**src/rtl/extended_hamming_scrubber.sv**
```systemverilog
// Background scrubber: reads each word, fixes single-bit errors by write-back, reports double-bit errors.
// Error report and counter update land one cycle after the read response; request is held until grant.
module extended_hamming_scrubber #(
  parameter int DATA_WIDTH     = 8,
  parameter int DEPTH          = 16,
  parameter int SCRUB_INTERVAL = 64,
  parameter int COUNTER_WIDTH  = 8,
  localparam int PARITY_WIDTH  = $clog2(DATA_WIDTH + $clog2(DATA_WIDTH) + 1) + 1,
  localparam int ADDRESS_WIDTH = $clog2(DEPTH)
) (
  input  logic                     clock,
  input  logic                     resetn,
  input  logic                     enable,
  input  logic                     clear_counters,
  output logic                     memory_request,
  input  logic                     memory_grant,
  output logic                     memory_write,
  output logic [ADDRESS_WIDTH-1:0] memory_address,
  output logic [DATA_WIDTH-1:0]    memory_write_data,
  output logic [PARITY_WIDTH-1:0]  memory_write_code,
  input  logic                     memory_read_valid,
  input  logic [DATA_WIDTH-1:0]    memory_read_data,
  input  logic [PARITY_WIDTH-1:0]  memory_read_code,
  output logic                     error_valid,
  output logic                     error_uncorrectable,
  output logic [ADDRESS_WIDTH-1:0] error_address,
  output logic [COUNTER_WIDTH-1:0] corrected_count,
  output logic [COUNTER_WIDTH-1:0] uncorrectable_count,
  output logic                     pass_done
);

  localparam int HAM_R    = PARITY_WIDTH - 1;
  localparam int CODE_LEN = DATA_WIDTH + HAM_R;
  localparam int IW       = (SCRUB_INTERVAL > 0) ? $clog2(SCRUB_INTERVAL + 1) : 1;
  localparam logic [ADDRESS_WIDTH-1:0] LAST_ADDR = ADDRESS_WIDTH'(DEPTH - 1);

  typedef enum logic [2:0] {S_IDLE, S_WAIT, S_READ, S_RESP, S_WRITE, S_NEXT} state_t;

  // Data bits occupy the non-power-of-two codeword positions in ascending order;
  // code[HAM_R] is the overall parity that makes the whole codeword even.
  function automatic logic [HAM_R-1:0] hamming_bits(input logic [DATA_WIDTH-1:0] d);
    logic [HAM_R-1:0] p;
    int j;
    p = '0;
    j = 0;
    for (int pos = 1; pos <= CODE_LEN; pos++) begin
      if ((pos & (pos - 1)) != 0) begin
        for (int i = 0; i < HAM_R; i++) begin
          if (pos[i]) p[i] = p[i] ^ d[j];
        end
        j++;
      end
    end
    return p;
  endfunction

  function automatic logic [PARITY_WIDTH-1:0] encode(input logic [DATA_WIDTH-1:0] d);
    logic [HAM_R-1:0] p;
    p = hamming_bits(d);
    return {^{d, p}, p};
  endfunction

  function automatic logic [DATA_WIDTH-1:0] flip_mask(input logic [HAM_R-1:0] syn);
    logic [DATA_WIDTH-1:0] m;
    int j;
    m = '0;
    j = 0;
    for (int pos = 1; pos <= CODE_LEN; pos++) begin
      if ((pos & (pos - 1)) != 0) begin
        if (int'(syn) == pos) m[j] = 1'b1;
        j++;
      end
    end
    return m;
  endfunction

  state_t                    state, state_nxt;
  logic [ADDRESS_WIDTH-1:0]  addr;
  logic [IW-1:0]             interval_cnt;
  logic [DATA_WIDTH-1:0]     wb_data;
  logic [PARITY_WIDTH-1:0]   wb_code;

  logic [HAM_R-1:0]          rd_syndrome;
  logic                      rd_parity_odd;
  logic                      rd_single;
  logic                      rd_double;
  logic [DATA_WIDTH-1:0]     rd_corrected;
  logic                      resp_take;

  always_comb begin
    rd_syndrome   = memory_read_code[HAM_R-1:0] ^ hamming_bits(memory_read_data);
    rd_parity_odd = ^{memory_read_data, memory_read_code};
    rd_corrected  = memory_read_data ^ flip_mask(rd_syndrome);
    // Even overall parity with a nonzero syndrome, or a syndrome pointing past the codeword, cannot be repaired.
    rd_double     = (rd_syndrome != '0) && (!rd_parity_odd || (int'(rd_syndrome) > CODE_LEN));
    rd_single     = rd_parity_odd && !rd_double;
    resp_take     = (state == S_RESP) && memory_read_valid;
  end

  always_ff @(posedge clock or negedge resetn) begin
    if (!resetn) state <= S_IDLE;
    else         state <= state_nxt;
  end

  always_comb begin
    state_nxt = state;
    unique case (state)
      S_IDLE:  if (enable) state_nxt = S_WAIT;
      S_WAIT:  if (interval_cnt == '0) state_nxt = S_READ;
      S_READ:  if (memory_grant) state_nxt = S_RESP;
      S_RESP:  if (memory_read_valid) state_nxt = rd_single ? S_WRITE : S_NEXT;
      S_WRITE: if (memory_grant) state_nxt = S_NEXT;
      S_NEXT:  state_nxt = enable ? S_WAIT : S_IDLE;
      default: state_nxt = S_IDLE;
    endcase
  end

  always_comb begin
    memory_request    = (state == S_READ) || (state == S_WRITE);
    memory_write      = (state == S_WRITE);
    pass_done         = (state == S_NEXT) && (addr == LAST_ADDR);
    memory_address    = addr;
    memory_write_data = wb_data;
    memory_write_code = wb_code;
  end

  always_ff @(posedge clock or negedge resetn) begin
    if (!resetn) begin
      addr                <= '0;
      interval_cnt        <= '0;
      wb_data             <= '0;
      wb_code             <= '0;
      error_valid         <= 1'b0;
      error_uncorrectable <= 1'b0;
      error_address       <= '0;
    end else begin
      error_valid <= 1'b0;
      if ((state_nxt == S_WAIT) && (state != S_WAIT))
        interval_cnt <= IW'(SCRUB_INTERVAL);
      else if ((state == S_WAIT) && (interval_cnt != '0))
        interval_cnt <= interval_cnt - 1'b1;
      if (resp_take) begin
        wb_data <= rd_corrected;
        wb_code <= encode(rd_corrected);
        if (rd_single || rd_double) begin
          error_valid         <= 1'b1;
          error_uncorrectable <= rd_double;
          error_address       <= addr;
        end
      end
      if (state == S_NEXT)
        addr <= (addr == LAST_ADDR) ? '0 : addr + 1'b1;
    end
  end

  // Clear wins over a same-cycle increment.
  always_ff @(posedge clock or negedge resetn) begin
    if (!resetn) begin
      corrected_count     <= '0;
      uncorrectable_count <= '0;
    end else if (clear_counters) begin
      corrected_count     <= '0;
      uncorrectable_count <= '0;
    end else begin
      if (resp_take && rd_single && (corrected_count != '1))
        corrected_count <= corrected_count + 1'b1;
      if (resp_take && rd_double && (uncorrectable_count != '1))
        uncorrectable_count <= uncorrectable_count + 1'b1;
    end
  end

endmodule

```
**config.mk**
```make
export PLATFORM = sky130hd
export DESIGN_NAME = extended_hamming_scrubber
export DESIGN_NICKNAME = d
export VERILOG_FILES = /design/src/rtl/extended_hamming_scrubber.sv
export SDC_FILE = /design/constraint.sdc
export NUM_CORES = 1
export LEC_CHECK = 0
export CAP_MARGIN = 20
export CORE_UTILIZATION = 48
export CTS_BUF_LIST = sky130_fd_sc_hd__clkbuf_4
export DETAILED_ROUTE_END_ITERATION = 8
export PLACE_DENSITY = 0.77
export SYNTH_ARGS = -nofsm -noshare
export SYNTH_HDL_FRONTEND = slang
export SYNTH_SLANG_ARGS = --single-unit
```
**constraint.sdc**
```tcl
create_clock -name clock -period 2.2 [get_ports clock]
set_input_delay 0.44 -clock clock [delete_from_list [all_inputs] [get_ports clock]]
set_output_delay 0.44 -clock clock [all_outputs]
set_load 0.05 [all_outputs]
```
==> Yosys cells after proc, flatten, opt, wreduce, memory -nomap -nowiden <==
Index checks and enable logic that the tools add are counted.
{ "totals": {"output_inout_bits": 42, "ff_bits": 49, "wordCells": 166, "in_bits": 19} }
{ "op_classes": {"bitwise_logic": 30, "n_reduce_logical": 25, "add_sub_neg": 10, "order_cmp": 8, "mux": 65, "eq_ne": 18} }
{ "op_table": {"columns": ["cell", "count"], "rows": [
  ["$lt A32 B5 Y1 const B", 7],
  ["$mux W32", 7],
  ["$add A32 B2 Y32 const B", 6],
  ["$mux W8", 5],
  ["$eq A4 B4 Y1 const B", 7],
  ["$xor A1 B1 Y1", 28],
  ["$mux W1", 26],
  ["$bmux W1 S3", 7],
  ["$mux W3", 7],
  ["$mux W7", 3],
  ["$pmux W3 S6", 1],
  ["$add A8 B1 Y8 const B", 2],
  ["$ne A8 B8 Y1 const B", 2],
  ["$reduce_xor A13 Y1", 1],
  ["$reduce_xor A12 Y1", 1],
  ["$logic_and A1 B1 Y1", 10],
  ["$mux W2", 5],
  ["$eq A4 B3 Y1 const B", 2],
  ["$mux W4", 2],
  ["$xor A8 B8 Y8", 1],
  ["$logic_not A7 Y1", 1],
  ["$reduce_bool A7 Y1", 1],
  ["$sub A7 B1 Y7 const B", 1],
  ["$eq A3 B1 Y1 const B", 2],
  ["other kinds (14)", 21]
]} }

==> Logic depth before layout (Yosys ltp) <==
Gate-level depths: netlist of the first run.
{ "depth": {"ltp_word": 28, "depth_mapped": 9, "mapped_depth_nobuf": 8} }

==> Worst setup path after synthesis of the first run <==
No wires, ideal clock.
{ "synth_path": {"kind": "input to register", "startpoint": "in memory_read_data[7]", "endpoint": "reg wb_code[4], in the netlist memory_write_code[4]", "setup_ns": 0.125, "n_path_buf": 1, "t_required_ns": 2.075, "path_slack_ns": -0.402, "t_arrival_ns": 2.478, "path_stages": 8, "cell_sequence": "buf_6 xor3_1 xor2_1 nand2_1 o21ai_0 mux2i_1 xnor3_1 mux2_2"} }
{ "synth_between": {"elab_chain_cells": 24, "word_cells_on_any_way": 68, "cone_classes": "8 x eq/ne; 41 x mux; 18 x bitwise; 1 x reduce/logical"} }
{ "synth_lines": {"columns": ["item", "line_no", "rtl"], "rows": [
  ["start: declaration", "22", "input logic [DATA_WIDTH-1:0] memory_read_data,"],
  ["$xor A1 B1 Y1", "49", "if (pos[i]) p[i] = p[i] ^ d[j];"],
  ["$xor A4 B4 Y4", "91", "rd_syndrome = memory_read_code[HAM_R-1:0] ^ hamming_bits(memory_read_data);"],
  ["$eq A4 B3 Y1", "70", "if (int'(syn) == pos) m[j] = 1'b1;"],
  ["$mux W1", "70", null],
  ["$mux W2", "70", null],
  ["$mux W3", "70", null],
  ["$mux W4", "70", null],
  ["$mux W5", "70", null],
  ["[... 8 more ...]", null, null],
  ["$mux W1 or $mux W2 (tied branches)", "142", "if (resp_take) begin"],
  ["$xor A1 B1 Y1", "49", null],
  ["$mux W3", "142", null],
  ["$xor A1 B1 Y1", "49", null],
  ["$mux W1", "142", null],
  ["$xor A1 B1 Y1", "49", null],
  ["$mux W2", "142", null],
  ["$reduce_xor A12 Y1 (*)", "60", "return {^{d, p}, p};"],
  ["end signal: assignment", "144", "wb_code <= encode(rd_corrected);"],
  ["end: declaration", "81", "logic [PARITY_WIDTH-1:0] wb_code;"]
]} }
Mark *: on every way between the ends. The rest lies on a longest branch, timed or not. The select of a mux whose other input is x is not followed.
A chain may end at the register's enable or synchronous reset.

==> Final worst setup path of the first run <==
{ "layout_path": {"startpoint": "in memory_read_data[6]", "endpoint": "reg wb_code[4], in the netlist memory_write_code[4]"} }
{ "layout_between": {"elab_chain_cells": 25, "word_cells_on_any_way": 70, "cone_classes": "8 x eq/ne; 41 x mux; 20 x bitwise; 1 x reduce/logical"} }
{ "layout_lines": {"columns": ["item", "line_no"], "rows": [
  ["$xor A1 B1 Y1 (2 in a row)", "49"],
  ["$xor A4 B4 Y4", "91"],
  ["$eq A4 B3 Y1", "70"],
  ["$mux W1", "70"],
  ["$mux W2", "70"],
  ["$mux W3", "70"],
  ["$mux W4", "70"],
  ["$mux W5", "70"],
  ["[... 8 more ...]", null],
  ["$mux W1 or $mux W2 (tied branches)", "142"],
  ["$xor A1 B1 Y1", "49"],
  ["$mux W3", "142"],
  ["$xor A1 B1 Y1", "49"],
  ["$mux W1", "142"],
  ["$xor A1 B1 Y1", "49"],
  ["$mux W2", "142"],
  ["$reduce_xor A12 Y1 (*)", "60"]
]} }
Marked as above.

==> results of run 1 <==
## cells in the mapped netlist (4+ instances only)
| library cell | count |
|---|---|
| xnor2_1 | 35 |
| nand3_1 | 13 |
| nor3_1 | 5 |
| ha_1 | 5 |
| dfrtp_1 | 49 |
| mux2_2 | 6 |
| inv_1 | 4 |
| o21ai_0 | 18 |
| nor2_1 | 32 |
| clkbuf_1 | 6 |
| nand2_1 | 26 |
| nor4_1 | 6 |
| xor2_1 | 12 |
| a21oi_1 | 7 |
## registers in the layout, summed over array words and instances, names as in the netlist
signal	cells
uncorrectable_count	8
memory_write_data	8
error_address	4
error_uncorrectable	1
corrected_count	8
memory_write_code	5
interval_cnt	7
error_valid	1
state	3
memory_address	4
## repair_timing
item,CTS,global route
buffers inserted,20,12
endpoints found under the setup margin,32,27
pin swaps,28,24
cloned,1,0
gates resized for setup,75,48
## metrics by stage
step / cells / setup TNS [ps]
2_1_floorplan: 273 / -737
3_3_place_gp: 442 / -20890
3_5_place_dp: 442 / -23020
4_1_cts: 471 / -499
5_1_grt: 481 / -1790
6_report: 481 / -951
## path summary, 6_finish.rpt
kind,startpoint,end,slack (ps),depth (start not counted)
max,memory_read_data[6],memory_write_code[4]$_DFFE_PN0P_,-250,11
min,resetn,memory_write_data[4]$_DFFE_PN0P_,5,1
max reg2reg,state[2]$_DFF_PN0_,corrected_count[7]$_DFFE_PN0P_,110,8
min reg2reg,memory_write_data[1]$_DFFE_PN0P_,memory_write_data[1]$_DFFE_PN0P_,500,2
max in group asynchronous,resetn,corrected_count[2]$_DFFE_PN0P_,1560,2
min in group clock,memory_read_data[1],memory_write_data[1]$_DFFE_PN0P_,450,4
## logic make-up (layout without fill, tap and decap cells)
logic type	after synthesis	in the layout	synth area share, %
AOI/OAI and AO/OA	37	37	8.03
xor gates and xnor gates	60	60	24.1
adders and majority gates	5	5	2.18
buffers and inverters	13	148	2.22
DFF	49	49	42.8
muxes	8	8	3.05
and+or+nand+nor	101	102	17.7
## power breakdown
group          internal [mW]  leakage [nW]  switching (mW)  total, mW
Clock                  0.131        0.0318           0.318      0.449
Sequential              1.15         0.645           0.206       1.36
Combinational           1.25          1.39            1.64       2.89
Total                   2.53          2.07            2.16       4.70
## final cells by class
cell class,instances,area (µm²),area share (%)
inverters,4,15.0,0.327
clock inverters,3,25.0,0.545
clock buffers,5,37.5,0.817
repair buffers,136,1270,27.7
well taps,72,90.1,1.96
flip-flops and latches,49,1230,26.7
multi-input cells,212,1930,41.9
## per-layer routing
metal	vias up	GRT usage, %	wire length, µm
li1	1212	-	-
met5	-	0	0
met2	112	44.5	4390
met1	1261	31.2	3360
met3	29	5.52	398
met4	0	12.0	319
==> flow_summary.ini, run 1 <==
[critical_path]
critPathRequiredTime_ps = 2470
crit_buf_inv = 4
worstSetupPathType = in2reg
cp_max_fo = 3
startpoint_type = input pin
cp_slowest_stage_delay_ps = 440
path_common_cell = buf_6
critPathArrivalTime_ps = 2720
crit_family = XOR/XNOR gates
path_cells = buf_6, buf_6, xnor2_4, buf_6, buf_4, xnor3_2, o21ai_4, a21oi_2, a31oi_2, xnor3_1, mux2_4
crit_path_end_kind = flip-flop
slowest_stage = xnor3_1

[placed_design]
gp_congestion = 0.788
dp_hpwl_mm = 4.70
port_buffers = 60
dpl_cell_area_mm2 = 0.00395
pre_cts_ws_ps = -972

[floorplanning]
coreArea_mm2 = 0.00564
die_h_um = 79.3
initial_utilization_pct = 50.8
io_pins = 61
fp-row-count = 27
dieArea_mm2 = 0.00629
fp.dieW_um = 79.3

[pwr]
leakage_nw = 2.07
p_per_area_mw_per_mm2 = 1020
ir_worst_vdd_mv = 0.752
power.total_mw = 4.70

[global_routing]
overflow = 0
antenna_found_initial = 0
grt.total_usage_pct = 26.0
grt_pass1_vias = 2596
grt_max_degree = 28
grt_pass1_wl_mm = 12.4

[clock_tree]
tritoncts = done
numCtsBuffers = 5
htree_num_levels = 2
clk_transition_reported_paths_ps = 170
cts.sinks = 49
clock_latency_ps = 390
cts_buffer_depth = 2
cts_root_buffer = clkbuf_4
hold_buffers = 0

[layout]
area_delta_synth_final_pct = 60.3
drive_above_1_share_pct = 37.2
stdcell_area_mm2 = 0.00460
fin_util_pct = 81.5
fill_cells = 307
final_common_cell = buf_4
num-nets-final = 432
mostFrequentLayoutCells = buf_4, dfrtp_1, clkdlybuf4s50_1
diodes = 0

[detailed_routing]
wl_per_cell_um = 17.6
post-route-drc-count = 0
drt-initial-drc-count = 119
drtPass1Iterations = 6
antenna_left = 0
routed_wl_mm = 8.47
vias = 2614
routed_via_density = 5.43

[logic_synthesis]
syn_inst = 273
syn-num-nets = 297
synthFlopType = dfrtp_1
syn_area_mm2 = 0.00287
yosysTopAreaCell = dfrtp_1
synth_seq_area_share_pct = 42.8
yosysUniqueCellTypes = 46
synth_edf_count = 0
synth.area.top_cells = dfrtp_1, xnor2_1, nor2_1
yosysTopAreaCellShare_pct = 42.8
async_reset_ff_share_pct = 100
syn_area_per_cell_um2 = 10.5
synth-seq-cells = 49
ys_warn_count = 0

[timing]
rsz0062_at_grt = yes
clock_skew_ps = 19.3
finalHoldViolCount = 0
fmax_mhz = 409
holdWs_ps = 4.79
worstMarginPinSlew_ps = 596
drv_slew = 0
layout_setup_ws_ps = -246
relSlewSlack_pct = 60.1
setup_viol_count_final = 13
fin_crit_sh_pct = 111
finalCriticalPeriod_ps = 2450

[min_path]
min_path_type = in2async

[status]
violations = setup timing
status = finished, violations left

[job]
cap_violations = 0
Power figures use the tool's default switching activity.
==> run 2: changes to the inputs <==
- GPL_TIMING_DRIVEN: unset -> 0
==> run 2 against run 1 <==
Die area is the same. Clock skew shrank 13 ps. First-iteration DRC count shrank 5.9%. Sequential power is essentially flat. The run still ends with setup timing left. Cell count shrank 5.6%. Cell area shrank 3.6%.
==> flow_summary.ini, run 2 (synthesized netlist as in run 1, its figures left out) <==
[placed_design]
place_inst = 405
dp_hpwl_mm = 4.37
port_buffers = 58
gp_congestion = 0.865
pre_cts_ws_ps = -1060
dpl_cell_area_mm2 = 0.00364

[detailed_routing]
post-route-drc-count = 0
routed_via_density = 5.60
vias = 2542
drtPass1Iterations = 5
routed_wl_mm = 7.96
wl_per_cell_um = 17.5
antenna_left = 0
drt-initial-drc-count = 112

[critical_path]
crit_buf_inv = 3
r2r_start = state[0]$_DFF_PN0_
crit_path_end_kind = flip-flop
startpoint_type = input pin
cp.depth = 10
crit_family = XOR/XNOR gates
slowest_stage = xor3_2
worstSetupPathType = in2reg
worstRegToRegCells = 8
cp-startpoint = memory_read_data[1]
cp_slowest_stage_delay_ps = 490
path_cells = buf_8, xor3_2, xor2_4, buf_12, buf_4, nand3_4, xor2_4, xor2_1, xnor3_1, mux2_4
path_common_cell = xor2_4
critPathRequiredTime_ps = 2480
cp_max_fo = 3
critPathArrivalTime_ps = 2730

[pwr]
power.total_mw = 4.70
p_per_area_mw_per_mm2 = 1060
ir_worst_vdd_mv = 0.875
leakage_nw = 1.92

[clock_tree]
htree_num_levels = 2
tritoncts = done
clock_latency_ps = 380
cts.sinks = 49
cts_buffer_depth = 2
clk_transition_reported_paths_ps = 150
numCtsBuffers = 5
cts_root_buffer = clkbuf_4

[global_routing]
antenna_found_initial = 0
grt_max_degree = 40
grt_pass1_vias = 2315
grt_pass1_wl_mm = 11.1
grt.total_usage_pct = 23.4
overflow = 0

[layout]
fill_cells = 346
num-nets-final = 405
diodes = 0
stdcell_area_mm2 = 0.00443
drive_above_1_share_pct = 33.0
fin_util_pct = 78.5
final-instance-count-excl-fill = 454
mostFrequentLayoutCells = dfrtp_1, clkdlybuf4s50_1, xnor2_1
area_delta_synth_final_pct = 54.5
final_common_cell = dfrtp_1

[floorplanning]
initial_utilization_pct = 50.8
fp-row-count = 27
coreArea_mm2 = 0.00564
io_pins = 61
fp.dieW_um = 79.3
dieArea_mm2 = 0.00629
die_h_um = 79.3

[timing]
fmax_mhz = 408
rsz0062_at_grt = yes
layout_setup_ws_ps = -249
fin_tns_setup_ps = -775
finalCriticalPeriod_ps = 2450
finalHoldViolCount = 0
holdWs_ps = 398
relSlewSlack_pct = 46.3
drv_slew = 0
clock_skew_ps = 6.55
setup_viol_count_final = 11
fin_crit_sh_pct = 111
worstMarginPinSlew_ps = 794

[status]
violations = setup timing
status = finished, violations left

[job]
cap_violations = 0

[min_path]
holdPathStages = 2
hp-start = clear_counters
min_path_type = in2reg
run 2: cell types whose count changed in the layout (fill, tap and decap cells not counted), sizes merged:
cell	previous run	this run
clkinvlp	1	0
bufinv	0	1
dlygate4sd3	0	1
xnor3	5	6
dlygate4sd2	1	0
inv	5	4
clkdlybuf4s15	1	2
clkdlybuf4s50	39	40
dlymetal6s2s	4	3
clkbuf	6	11
buf	90	57
run 2: report_power, final:
| part | total [mW] | leakage, nW | internal [mW] | switching [mW] |
|---|---|---|---|---|
| clock | 0.555 | 0.0459 | 0.255 | 0.301 |
| sequential | 1.38 | 0.644 | 1.15 | 0.223 |
| combinational | 2.77 | 1.23 | 1.17 | 1.60 |
| total | 4.70 | 1.92 | 2.58 | 2.12 |
run 2: metal layers:
metal | vias to the layer above | global-route usage (%) | share of wire [%]
met2 | 104 | 41.1 | 51
met4 | 0 | 8.55 | 3.7
met1 | 1249 | 28.5 | 40
met5 | - | 0 | 0
li1 | 1158 | - | -
met3 | 31 | 4.48 | 5.1
run 2: final cells by class:
| type | count | area [µm²] | area share [%] |
|---|---|---|---|
| plain buffers | 7 | 46.3 | 1.05 |
| clock buffers | 6 | 45.0 | 1.02 |
| clock inverters | 2 | 38.8 | 0.876 |
| inverters | 4 | 15.0 | 0.339 |
| multi-input cells | 213 | 1980 | 44.7 |
| flip-flops and latches | 49 | 1230 | 27.7 |
| well taps | 72 | 90.1 | 2.03 |
| repair buffers | 101 | 985 | 22.2 |
run 2: final timing paths:
check | end | slack [ps]
min reg2reg | memory_write_data[2]$_DFFE_PN0P_ | 500
max reg2reg | uncorrectable_count[2]$_DFFE_PN0P_ | -30
min | corrected_count[0]$_DFFE_PN0P_ | 400
max | memory_write_code[4]$_DFFE_PN0P_ | -250
max in group asynchronous | state[0]$_DFF_PN0_ | 1230
min in group asynchronous | memory_write_code[2]$_DFFE_PN0P_ | 460
run 2: what timing repair did:
item	in CTS	in global routing
hold buffers	1	0
setup endpoints to repair	41	30
pin swaps	25	28
resized for setup	84	54
cloned	2	0
buffers inserted	24	17
endpoints found under the hold margin	10	0
